`src/rtl/mini_pkg.sv`:
```
// Shared definitions for the mini_* signature analyzer: FSM state encoding
// and the default datapath width / MISR feedback polynomial.
package mini_pkg;

   localparam int                     MINI_DATA_W = 4;
   // x^4 + x + 1 expressed as the taps XORed in when the MSB shifts out
   localparam logic [MINI_DATA_W-1:0] MINI_POLY   = 4'b0011;

   typedef enum logic [1:0] {
      ST_IDLE    = 2'd0,
      ST_COLLECT = 2'd1,
      ST_DONE    = 2'd2
   } state_e;

endpackage

```
`src/rtl/mini_sig_analyzer_if.sv`:
```
// Bus between the stimulus/response source (master) and the signature
// analyzer (slave).
//
// Handshake: in_valid has no matching ready. While the analyzer is in
// COLLECT every cycle with in_valid=1 transfers exactly one stim/resp pair;
// in IDLE and DONE in_valid is ignored. start is a single-cycle request that
// is honoured only in IDLE and DONE.
interface mini_sig_analyzer_if
   import mini_pkg::*;
#(
   parameter int DATA_W  = MINI_DATA_W,
   parameter int NUM_VEC = 16
);
   localparam int CNT_W = $clog2(NUM_VEC + 1);

   logic              start;
   logic              in_valid;
   logic [DATA_W-1:0] stim;
   logic [DATA_W-1:0] resp;
   logic              busy;
   logic              done;
   logic              pass;
   logic              seq_err;
   logic              timeout;
   logic [DATA_W-1:0] signature;
   logic [CNT_W-1:0]  vec_cnt;
   state_e            dbg_state;

   modport master (
      output start, in_valid, stim, resp,
      input  busy, done, pass, seq_err, timeout, signature, vec_cnt, dbg_state
   );

   modport slave (
      input  start, in_valid, stim, resp,
      output busy, done, pass, seq_err, timeout, signature, vec_cnt, dbg_state
   );

endinterface

```
`src/rtl/mini_misr.sv`:
```
// Single-input-per-cycle MISR: shift left, fold the outgoing MSB back through
// POLY, and XOR in the new response word.
module mini_misr
   import mini_pkg::*;
#(
   parameter int                DATA_W = MINI_DATA_W,
   parameter logic [DATA_W-1:0] POLY   = MINI_POLY
) (
   input  logic              clk,
   input  logic              rst,
   input  logic              load,
   input  logic [DATA_W-1:0] seed,
   input  logic              en,
   input  logic [DATA_W-1:0] din,
   output logic [DATA_W-1:0] sig
);

   logic [DATA_W-1:0] r_sig;
   logic [DATA_W-1:0] w_sig_nxt;

   // next signature: truncated shift, feedback on MSB, then absorb din
   always_comb begin
      w_sig_nxt = (r_sig << 1) ^ (r_sig[DATA_W-1] ? POLY : '0) ^ din;
   end

   // signature register: reset clears, load takes the seed, en compacts
   always_ff @(posedge clk) begin
      if (rst) begin
         r_sig <= '0;
      end else if (load) begin
         r_sig <= seed;
      end else if (en) begin
         r_sig <= w_sig_nxt;
      end
   end

   assign sig = r_sig;

endmodule

```
`src/rtl/mini_sig_analyzer.sv`:
```
// Response-side checker for the exhaustive stimulus flow: compacts DUT
// responses into a MISR, verifies stimuli arrive as 0,1,2,... and reports
// pass/fail against GOLDEN after NUM_VEC vectors.
// Optional feature macro: MINI_SIG_TIMEOUT_EN (idle watchdog of TIMEOUT
// cycles in COLLECT; when undefined, COLLECT waits indefinitely).
module mini_sig_analyzer
   import mini_pkg::*;
#(
   parameter int                DATA_W  = MINI_DATA_W,
   parameter int                NUM_VEC = 16,
   parameter logic [DATA_W-1:0] POLY    = MINI_POLY,
   parameter logic [DATA_W-1:0] SEED    = '0,
   parameter logic [DATA_W-1:0] GOLDEN  = '0,
   parameter int                TIMEOUT = 64
) (
   input logic               clk,
   input logic               rst,
   mini_sig_analyzer_if.slave bus
);

   localparam int CNT_W = $clog2(NUM_VEC + 1);

   state_e            r_state;
   state_e            w_state_nxt;
   logic [DATA_W-1:0] r_exp;
   logic [CNT_W-1:0]  r_vec_cnt;
   logic              r_seq_err;
   logic              r_timeout;
   logic              w_start_run;
   logic              w_accept;
   logic              w_last;
   logic              w_to_fire;
   logic [DATA_W-1:0] w_sig;

   assign w_start_run = bus.start && (r_state != ST_COLLECT);
   assign w_accept    = (r_state == ST_COLLECT) && bus.in_valid;
   assign w_last      = w_accept && (r_vec_cnt == CNT_W'(NUM_VEC - 1));

`ifdef MINI_SIG_TIMEOUT_EN
   localparam int IDLE_W = $clog2(TIMEOUT + 1);

   logic [IDLE_W-1:0] r_idle_cnt;

   // idle watchdog: counts consecutive COLLECT cycles without a vector
   always_ff @(posedge clk) begin
      if (rst || w_start_run || w_accept) begin
         r_idle_cnt <= '0;
      end else if (r_state == ST_COLLECT) begin
         r_idle_cnt <= r_idle_cnt + 1'b1;
      end
   end

   // fires on the edge where the idle count would reach TIMEOUT
   assign w_to_fire = (r_state == ST_COLLECT) && !bus.in_valid &&
                      (r_idle_cnt == IDLE_W'(TIMEOUT - 1));
`else
   logic w_unused_timeout;
   assign w_unused_timeout = (TIMEOUT != 0);
   assign w_to_fire        = 1'b0;
`endif

   // FSM next-state: start only from IDLE/DONE, leave COLLECT on last vector
   always_comb begin
      w_state_nxt = r_state;
      unique case (r_state)
         ST_IDLE:    if (bus.start) w_state_nxt = ST_COLLECT;
         ST_COLLECT: if (w_last || w_to_fire) w_state_nxt = ST_DONE;
         ST_DONE:    if (bus.start) w_state_nxt = ST_COLLECT;
         default:    w_state_nxt = ST_IDLE;
      endcase
   end

   // FSM state register
   always_ff @(posedge clk) begin
      if (rst) begin
         r_state <= ST_IDLE;
      end else begin
         r_state <= w_state_nxt;
      end
   end

   // run bookkeeping: expected index, vector count and sticky error flags
   always_ff @(posedge clk) begin
      if (rst || w_start_run) begin
         r_exp     <= '0;
         r_vec_cnt <= '0;
         r_seq_err <= 1'b0;
         r_timeout <= 1'b0;
      end else begin
         if (w_accept) begin
            r_exp     <= r_exp + 1'b1;
            r_vec_cnt <= r_vec_cnt + 1'b1;
            if (bus.stim != r_exp) r_seq_err <= 1'b1;
         end
         if (w_to_fire) r_timeout <= 1'b1;
      end
   end

   mini_misr #(
      .DATA_W (DATA_W),
      .POLY   (POLY)
   ) u_misr (
      .clk  (clk),
      .rst  (rst),
      .load (w_start_run),
      .seed (SEED),
      .en   (w_accept),
      .din  (bus.resp),
      .sig  (w_sig)
   );

   // pass is a decode of registers that all settle on the edge entering
   // DONE and then hold, so it changes in the same cycle as done
   assign bus.busy      = (r_state == ST_COLLECT);
   assign bus.done      = (r_state == ST_DONE);
   assign bus.pass      = (r_state == ST_DONE) && (w_sig == GOLDEN) &&
                          !r_seq_err && !r_timeout;
   assign bus.seq_err   = r_seq_err;
   assign bus.timeout   = r_timeout;
   assign bus.signature = w_sig;
   assign bus.vec_cnt   = r_vec_cnt;
   assign bus.dbg_state = r_state;

endmodule

```
`src/flat_wrapper.sv`:
```
// flat-port wrapper written by rule: the top's interface ports become plain ports
module mini_sig_analyzer_flat import mini_pkg::*;
#(
   parameter int                DATA_W  = MINI_DATA_W,
   parameter int                NUM_VEC = 16,
   parameter logic [DATA_W-1:0] POLY    = MINI_POLY,
   parameter logic [DATA_W-1:0] SEED    = '0,
   parameter logic [DATA_W-1:0] GOLDEN  = '0,
   parameter int                TIMEOUT = 64
)
  (clk, rst, bus_start, bus_in_valid, bus_stim, bus_resp, bus_busy, bus_done, bus_pass, bus_seq_err, bus_timeout, bus_signature, bus_vec_cnt, bus_dbg_state);
  mini_sig_analyzer_if #(.DATA_W(DATA_W), .NUM_VEC(NUM_VEC)) bus_i ();
  input logic clk;
  input logic rst;
  input wire logic [$bits(bus_i.start)-1:0] bus_start;
  input wire logic [$bits(bus_i.in_valid)-1:0] bus_in_valid;
  input wire logic [$bits(bus_i.stim)-1:0] bus_stim;
  input wire logic [$bits(bus_i.resp)-1:0] bus_resp;
  output wire logic [$bits(bus_i.busy)-1:0] bus_busy;
  output wire logic [$bits(bus_i.done)-1:0] bus_done;
  output wire logic [$bits(bus_i.pass)-1:0] bus_pass;
  output wire logic [$bits(bus_i.seq_err)-1:0] bus_seq_err;
  output wire logic [$bits(bus_i.timeout)-1:0] bus_timeout;
  output wire logic [$bits(bus_i.signature)-1:0] bus_signature;
  output wire logic [$bits(bus_i.vec_cnt)-1:0] bus_vec_cnt;
  output wire logic [$bits(bus_i.dbg_state)-1:0] bus_dbg_state;
  assign bus_i.start = bus_start;
  assign bus_i.in_valid = bus_in_valid;
  assign bus_i.stim = bus_stim;
  assign bus_i.resp = bus_resp;
  assign bus_busy = bus_i.busy;
  assign bus_done = bus_i.done;
  assign bus_pass = bus_i.pass;
  assign bus_seq_err = bus_i.seq_err;
  assign bus_timeout = bus_i.timeout;
  assign bus_signature = bus_i.signature;
  assign bus_vec_cnt = bus_i.vec_cnt;
  assign bus_dbg_state = bus_i.dbg_state;
  mini_sig_analyzer #(.DATA_W(DATA_W), .NUM_VEC(NUM_VEC), .POLY(POLY), .SEED(SEED), .GOLDEN(GOLDEN), .TIMEOUT(TIMEOUT)) u_core (.clk(clk), .rst(rst), .bus(bus_i));
endmodule
```
`config.mk`:
```
export PLATFORM = sky130hd
export DESIGN_NAME = mini_sig_analyzer_flat
export DESIGN_NICKNAME = d
export VERILOG_FILES = /design/src/rtl/mini_pkg.sv /design/src/rtl/mini_sig_analyzer_if.sv /design/src/rtl/mini_misr.sv /design/src/rtl/mini_sig_analyzer.sv /design/src/flat_wrapper.sv
export SDC_FILE = /design/constraint.sdc
export NUM_CORES = 1
export LEC_CHECK = 0
export ABC_AREA = 0
export CAP_MARGIN = 20
export CORE_MARGIN = 5
export CORE_UTILIZATION = 39
export DETAILED_ROUTE_END_ITERATION = 8
export PLACE_DENSITY = 0.77
export SETUP_SLACK_MARGIN = 0.15
export SLEW_MARGIN = 20
export SYNTH_ARGS = -nofsm -noshare
export SYNTH_HDL_FRONTEND = slang
export SYNTH_SLANG_ARGS = --single-unit
```
`constraint.sdc`:
```
create_clock -name clk -period 1.2 [get_ports clk]
set_clock_uncertainty 0.05 [all_clocks]
set_input_delay 0.24 -clock clk [delete_from_list [all_inputs] [get_ports clk]]
set_output_delay 0.24 -clock clk [all_outputs]
set_load 0.1 [all_outputs]
```
==> flow_summary.json, run 1 <==
{
  "dr_total_vias": 1003,
  "hold_viol": 0,
  "rsz0062_at_grt": "yes",
  "wl_met3_um": 296,
  "synth_seq_area_share": 0.397,
  "dr.pass1.iters": 4,
  "synth_nets": 103,
  "clock.fmax_mhz": 618,
  "clock-sinks": 16,
  "synth_edf_count": 0,
  "die_h_um": 55.5,
  "drc": 0,
  "ant_nets": 0,
  "final_max_slew_viol_count": 0,
  "intPower_uw": 908,
  "power_frac_seq": 0.395,
  "clk_path_buf_depth": 2,
  "async_flop_share": 0,
  "hp-class": "input port to flip-flop",
  "cts_tree": "done",
  "final_cells": 179,
  "fin_total_pwr_mw": 1.41,
  "wl_per_cell_um": 23.5,
  "worstSetupPathType": "flip-flop to primary output",
  "fp-row-count": 16,
  "yosysWarnings": 0,
  "drive_gt1_frac": 0.675,
  "met1_length_mm": 1.46,
  "dp_hpwl_mm": 1.81,
  "grt_max_degree": 10,
  "synthCells": 88,
  "die_w_um": 55.5,
  "cp-end-kind": "primary output",
  "io_pins": 28,
  "io_buffers": 26,
  "synth_largest_area_cell": "dfxtp_1",
  "critPathLaunchType": "flip-flop",
  "placedInstanceArea_um2": 1480,
  "period_needed_ps": 1620,
  "ys_types": 29,
  "wl_met2_mm": 2.32,
  "vdd_ir_drop_max_mv": 0.905,
  "numCtsBuffers": 3,
  "area_delta_synth_final_pct": 130,
  "routed.top_layer": "met4",
  "routed_wl_mm": 4.20,
  "fp.dieArea_um2": 3080,
  "p_comb_frac": 0.368,
  "power.switching_uw": 500,
  "outcome": "finished with violations",
  "synth-seq-cells": 16,
  "root_buffer": "clkbuf_4",
  "gp_congestion": 0.743,
  "grt.total_usage": 0.223,
  "hold_buffers": 0,
  "cts.reportedPaths.clkPinSlew_ps": 100,
  "nets": 167,
  "post-route-period-util": 1.35,
  "core_um2": 1960,
  "syn-cell-area_um2": 807,
  "power_density_nw_per_um2": 757,
  "grt_pass1_vias": 976,
  "via_per_inst": 5.60,
  "cts_max_level": 1,
  "drtIter0Drc": 51,
  "setup_viol": 27,
  "syn_avg_cell_area_um2": 9.17,
  "max-cap-violations": 0,
  "synth_top_area_frac": 0.397,
  "post-place-cells": 154,
  "crit_fanout": 2,
  "critical_path_required_ps": 910,
  "antenna_found_initial": 1,
  "grt_overflow": 0,
  "yosysMostFrequentCell": "dfxtp_1",
  "start_util": 0.411,
  "p_leak_nw": 0.748,
  "synthTopCellsByCount": "dfxtp_1 (16), a21oi_1 (8), nor2_1 (8)",
  "stdcell_area_um2": 1860,
  "grt_pass1_wl_mm": 5.32,
  "setup_ws_ps": -418,
  "pwr-share-clk": 0.237,
  "crit_arrival_ps": 1330,
  "yosys-top-cells-area": "dfxtp_1 (40%), xnor2_1 (5.4%), a21oi_1 (5.0%)",
  "insertion_delay_ps": 300,
  "violations": "setup timing",
  "p_sw_frac": 0.355,
  "synth_flop_cell": "dfxtp_1"
}
[power groups by stage]
stage | combinational [mW] | clock, mW | sequential, mW
floorplan | 0.132 | 0 | 0.655
global placement | 0.376 | 0 | 0.560
detailed placement | 0.386 | 0 | 0.562
CTS | 0.479 | 0.322 | 0.553
global route | 0.533 | 0.369 | 0.557
finish | 0.518 | 0.334 | 0.556
[cells by family after synthesis]
family | Yosys count | synth area share
other cells | 1 | 0.00465
compound gates | 20 | 0.157
fa+ha+maj | 3 | 0.0465
xor+xnor | 10 | 0.127
flops | 16 | 0.397
mux | 1 | 0.0124
simple gates | 27 | 0.183
buf+inv | 10 | 0.0729
[critical path, cell delays in order (launching register included)]
cell,delay [ps]
dfxtp_2,360
nor4_4,280
and3_4,230
buf_12,170
[metrics by stage]
stage	worst slack [ps]	TNS (ps)	util	hold slack, ps
after global routing	-454	-7200	0.948	507
after detailed placement	-569	-5370	0.752	454
final	-418	-6250	0.948	492
after global placement	-525	-4840	0.752	437
after floorplan	-505	-4050	-	253
after CTS	-426	-5420	0.909	414
[layout by cell type, fill, tap and decap left out, types with 4 or more instances in the layout]
master,instances
buf_6,19
buf_12,17
buf_4,15
clkdlybuf4s50_1,10
a21oi_2,8
dfxtp_4,8
inv_1,5
xor2_1,4
nor2_2,4
a211oi_2,4
nor2_1,4
dfxtp_2,4
dfxtp_1,4
[layout make-up]
class                      count  area, µm²
clock buffer                   4       26.3
antenna                        1       2.50
sequential                    16        355
timing repair buffer          64        826
tap                           27       33.8
inverter                       5       18.8
fill                          50        103
multi-input combinational     62        597
[path summary, 6_finish.rpt]
kind / start / endpoint / slack [ps] / depth (start not counted)
setup / recovery: u_core.u_misr.sig[2] / bus_pass / -420 / 3
hold / removal: bus_in_valid / u_core.bus.dbg_state[0] / 490 / 4
setup reg to reg: u_core.bus.dbg_state[1] / u_core.u_misr.sig[2] / -410 / 7
hold reg to reg: u_core.bus.seq_err / u_core.bus.seq_err / 500 / 2
[state kept, by name (all words and copies together), names as in the netlist]
signal / count
u_core.r_exp: 4
u_core.u_misr.sig: 4
u_core.bus.dbg_state: 2
u_core.bus.vec_cnt: 5
u_core.bus.seq_err: 1
[routing by layer]
layer	track usage	vias to the layer above
met5	0	-
met4	0.0868	0
met3	0.0256	14
met2	0.427	69
met1	0.246	487
li1	-	433
[timing repair]
item,CTS,global route
buffers inserted,13,5
cloned,2,0
pin swaps,19,11
gates resized for setup,33,14
setup endpoints to repair,31,31
Power figures use the tool's default switching activity.
==> inputs of run 2 (changes only) <==
CTS_CLUSTER_DIAMETER = 100   (was unset)
SKIP_LAST_GASP = 1   (was unset)
==> run 2 against run 1 <==
The run still ends with setup timing left. First-iteration DRC count fell by 37%. Sequential share of layout area rose by 0.077 points. Cell count did not move. Worst setup slack got worse by 1.4 ps. Clock power rose by 1%. Non-clock buffer count did not move. Sequential power barely moved. Count of clock-buffer cells in the layout did not move. Utilization fell by 0.38 points. Total power fell by 0.49%.
==> flow_summary.json, run 2 (synthesized netlist as in run 1, its figures left out) <==
{
  "setup_ws_ps": -420,
  "cts.reportedPaths.clkPinSlew_ps": 100,
  "area_delta_synth_final_pct": 129,
  "gp_congestion": 0.743,
  "final_max_slew_viol_count": 0,
  "grt_max_degree": 10,
  "cp_top_family": "simple AND/OR/NAND/NOR gates",
  "cts_tree": "done",
  "vdd_ir_drop_max_mv": 0.814,
  "grt_pass1_wl_mm": 5.32,
  "core_um2": 1960,
  "grt.total_usage": 0.223,
  "start_util": 0.411,
  "routed_wl_mm": 3.86,
  "worstMarginPinSlew_ps": 504,
  "crit_path_max_incr_delay_ps": 350,
  "crit_fanout": 2,
  "ant_nets": 0,
  "root_buffer": "clkbuf_4",
  "worstPathCellList": "nor4_4 > and3_4 > buf_12",
  "dp_hpwl_mm": 1.81,
  "crit_arrival_ps": 1330,
  "hp-class": "input port to flip-flop",
  "grt_pass1_vias": 976,
  "drc": 0,
  "clock.fmax_mhz": 617,
  "final_cell_mix": "buf_12 (17), buf_6 (17), buf_4 (17), clkdlybuf4s50_1 (10)",
  "fillers": 55,
  "rsz0062_at_grt": "yes",
  "preCtsSetupSlack_ps": -569,
  "largest_reg_flops": 5,
  "hold_path_depth": 4,
  "violations": "setup timing",
  "max_slew_margin": 0.659,
  "io_pins": 28,
  "fp.dieArea_um2": 3080,
  "fp-row-count": 16,
  "cp-end-kind": "primary output",
  "wl_per_cell_um": 21.5,
  "cts_max_level": 1,
  "utilization": 0.944,
  "dr.pass1.iters": 4,
  "reg2reg_depth": 7,
  "insertion_delay_ps": 310,
  "die_h_um": 55.5,
  "die_w_um": 55.5,
  "max-cap-violations": 0,
  "period_needed_ps": 1620,
  "via_per_inst": 5.21,
  "post-route-period-util": 1.35,
  "cp_slowest_cell": "dfxtp_2",
  "dr_total_vias": 932,
  "grt_overflow": 0,
  "outcome": "finished with violations",
  "io_buffers": 26,
  "setup_viol": 27,
  "hold_ws_ps": 511,
  "drive_gt1_frac": 0.675,
  "nets": 167,
  "clk_path_buf_depth": 2,
  "worstSetupPathType": "flip-flop to primary output",
  "path_depth": 3,
  "critical_path_required_ps": 910,
  "antenna_found_initial": 1,
  "p_leak_nw": 0.746,
  "hold_viol": 0,
  "critPathLaunchType": "flip-flop",
  "numCtsBuffers": 3,
  "drtIter0Drc": 32,
  "power_density_nw_per_um2": 756,
  "clock-sinks": 16,
  "crit_buf_inv": 1
}
[run 2: changes by cell type in the layout (fill, tap and decap cells not counted)]
cell,delta
buf_6,-2
buf_4,+2
[run 2: metrics by stage]
stage / std cells / power (mW) / setup TNS, ps / instance area, µm²
5_1_grt: 179 / 1.45 / -7300 / 1850
4_1_cts: 173 / 1.35 / -5420 / 1780
3_5_place_dp: 154 / 0.948 / -5370 / 1480
3_3_place_gp: 154 / 0.937 / -4840 / 1480
2_1_floorplan: 88 / 0.787 / -4050 / 923
6_report: 179 / 1.40 / -6250 / 1850
[run 2: final cells by class]
| cell class | count | area, µm² | share of cell area |
|---|---|---|---|
| tap | 27 | 33.8 | 0.0182 |
| timing repair buffer | 64 | 818 | 0.442 |
| antenna | 1 | 2.50 | 0.00135 |
| multi-input combinational | 62 | 597 | 0.322 |
| sequential | 16 | 355 | 0.192 |
| clock buffer | 4 | 26.3 | 0.0142 |
| inverter | 5 | 18.8 | 0.0101 |
[run 2: layer usage]
| layer | up-vias | track usage | part of all wire | routed length (µm) |
|---|---|---|---|---|
| met3 | 17 | 0.0256 | 0.041 | 159 |
| li1 | 429 | - | - | - |
| met2 | 37 | 0.427 | 0.54 | 2080 |
| met1 | 449 | 0.246 | 0.37 | 1430 |
| met4 | 0 | 0.0868 | 0.048 | 187 |
| met5 | - | 0 | 0 | 0 |
[run 2: where the power goes]
part           total [mW]  switching [mW]  internal, mW
clock network       0.338           0.208         0.130
registers           0.554          0.0200         0.534
logic               0.509           0.266         0.243
total                1.40           0.494         0.907
[run 2: worst paths after layout]
kind,from,to,slack [ps]
min,bus_in_valid,u_core.bus.dbg_state[0],510
max,u_core.u_misr.sig[2],bus_pass,-420
max reg2reg,u_core.bus.dbg_state[1],u_core.u_misr.sig[2],-340
min reg2reg,u_core.bus.seq_err,u_core.bus.seq_err,530
[run 2: what timing repair did]
item,4_1_cts,5_1_grt
resized for setup,33,12
hold buffers,0,0
setup buffers,13,5
hold endpoints to repair,0,0
endpoints found under the setup margin,31,31
cloned,2,0
pin swaps,19,10
[run 2: tightest hold or removal path: cells and delay by family]
kind	cells	cell delay [ps]
compound gates	1	70
buf+inv	1	280
mux	1	170
simple gates	1	70
==> inputs of run 3 (changes only) <==
--- a/config.mk
+++ b/config.mk
@@ -8,9 +8,8 @@
 export ABC_AREA = 0
 export CAP_MARGIN = 20
-export CORE_MARGIN = 5
-export CORE_UTILIZATION = 39
+export CORE_UTILIZATION = 43
 export CTS_CLUSTER_DIAMETER = 100
 export DETAILED_ROUTE_END_ITERATION = 8
-export PLACE_DENSITY = 0.77
+export PLACE_DENSITY = 0.81
 export SETUP_SLACK_MARGIN = 0.15
 export SKIP_LAST_GASP = 1
==> constraint.sdc (replaced) <==
create_clock -name clk -period 1.55 [get_ports clk]
set_clock_uncertainty 0.05 [all_clocks]
set_input_delay 0.31 -clock clk [delete_from_list [all_inputs] [get_ports clk]]
set_output_delay 0.31 -clock clk [all_outputs]
set_load 0.005 [all_outputs]
==> run 3 against run 2 <==
Critical path type unchanged. Combinational power down 61%. Worst setup slack gained 430 ps. Die area fell by 33%. Via count decreased by 5.2%. The flow now finishes without violations. Cell count down 10%. Critical endpoint unchanged. Hold slack got worse by 69 ps. Global-route usage rose by 0.64 points. First-iteration DRC count decreased by 59%. Non-clock buffer count is 14 lower. Register-to-register slack better by 360 ps. Total power fell by 39%.
==> flow_summary.json, run 3 (synthesized netlist as in run 1, its figures left out) <==
{
  "outcome": "complete, no violations",
  "hold_ws_ps": 442,
  "final_max_slew_viol_count": 0,
  "dp_hpwl_mm": 1.47,
  "grt_max_degree": 15,
  "numCtsBuffers": 3,
  "crit_fanout": 2,
  "dr.pass1.iters": 4,
  "largest_reg_flops": 5,
  "die_w_um": 45.3,
  "nets": 153,
  "ant_nets": 0,
  "io_buffers": 26,
  "grt_pass1_wl_mm": 3.26,
  "diodes": 0,
  "die_h_um": 45.3,
  "grt.total_usage": 0.230,
  "setup_viol": 0,
  "fp-row-count": 15,
  "hold_path_depth": 2,
  "cp-end-kind": "primary output",
  "rsz0062_at_grt": "yes",
  "wl_per_cell_um": 18.6,
  "drc": 0,
  "utilization": 0.811,
  "hold_viol": 0,
  "insertion_delay_ps": 290,
  "gp_congestion": 0.704,
  "critPathLaunchType": "flip-flop",
  "fillers": 120,
  "final_cell_mix": "buf_4 (14), clkdlybuf4s50_1 (10), buf_6 (10), dlygate4sd2_1 (10), dfxtp_2 (10)",
  "start_util": 0.462,
  "root_buffer": "clkbuf_4",
  "max-cap-violations": 0,
  "crit_arrival_ps": 1180,
  "hp-class": "flip-flop to flip-flop",
  "cts_tree": "done",
  "grt_overflow": 0,
  "worstSetupPathType": "flip-flop to primary output",
  "post-route-period-util": 0.995,
  "drtIter0Drc": 13,
  "core_um2": 1750,
  "power_density_nw_per_um2": 603,
  "fp.dieArea_um2": 2050,
  "hold_buffers": 0,
  "area_delta_synth_final_pct": 75.3,
  "dr_total_vias": 884,
  "grt_pass1_vias": 755,
  "via_per_inst": 5.49,
  "final_common_cell": "buf_4",
  "routed_wl_mm": 3.00,
  "io_pins": 28,
  "fin_total_pwr_uw": 853,
  "clk_path_buf_depth": 2,
  "critical_path_required_ps": 1190,
  "period_needed_ps": 1540,
  "antenna_found_initial": 0,
  "clock-sinks": 16,
  "vdd_ir_drop_max_mv": 0.552,
  "cts_max_level": 1,
  "clock.fmax_mhz": 648,
  "drive_gt1_frac": 0.441,
  "p_leak_nw": 0.613,
  "reg2reg_depth": 6,
  "cts.reportedPaths.clkPinSlew_ps": 90
}
-- run 3: cell count changes in the layout (fill, tap and decap cells not counted), moves of 6 or more --
cell | before | now
dlygate4sd2_1 | 1 | 10
dfxtp_4 | 8 | 1
buf_6 | 17 | 10
buf_12 | 17 | 1
dfxtp_2 | 4 | 10
-- run 3: path summary, 6_finish.rpt --
check                                        startpoint            endpoint  slack [ps]
worst max register to register  u_core.bus.dbg_state[1]     u_core.r_exp[2]          20
worst min register to register       u_core.bus.seq_err  u_core.bus.seq_err         440
worst max-delay path               u_core.u_misr.sig[2]            bus_pass           8
worst min-delay path                 u_core.bus.seq_err  u_core.bus.seq_err         440
-- run 3: layer usage --
layer | vias to the layer above | part of all wire | routed length (µm) | global-route usage
met5 | - | 0 | 0 | 0
met1 | 418 | 0.33 | 981 | 0.239
met4 | 0 | 0.069 | 208 | 0.127
met2 | 47 | 0.56 | 1670 | 0.414
li1 | 397 | - | - | -
met3 | 22 | 0.046 | 137 | 0.0600
-- run 3: worst max-delay path, cell delays in order, from the launching register on --
cell,delay [ps]
dfxtp_2,340
nor4_2,250
and3_1,190
buf_2,110
-- run 3: cell type report --
class,count,area [µm²],share of cell area
clock buffers,3,22.5,0.0159
inverters,5,18.8,0.0133
multi-input cells,62,518,0.366
flip-flops and latches,16,337,0.238
well taps,25,31.3,0.0221
repair buffers,50,488,0.345
-- run 3: power by group --
part           internal, mW  switching (mW)  leakage (nW)
registers             0.422         0.00843         0.135
clock network        0.0906           0.133        0.0138
logic                 0.115          0.0836         0.464
-- run 3: metrics by stage --
step / setup slack (ps) / TNS [ps] / cell area (µm²) / cells
final: 7.57 / 0 / 1420 / 161
after global placement: -101 / -842 / 1180 / 148
after CTS: 3.68 / 0 / 1250 / 158
after global routing: -35.6 / -67.2 / 1420 / 161
after detailed placement: -160 / -1550 / 1180 / 148
after floorplan: 278 / 0 / 807 / 88
-- run 3: what timing repair did --
| action | 4_1_cts | 5_1_grt |
|---|---|---|
| setup buffers | 7 | 2 |
| pin swaps | 3 | 9 |
| endpoints found under the setup margin | 17 | 15 |
| gates resized for setup | 39 | 28 |
| cloned | 0 | 1 |
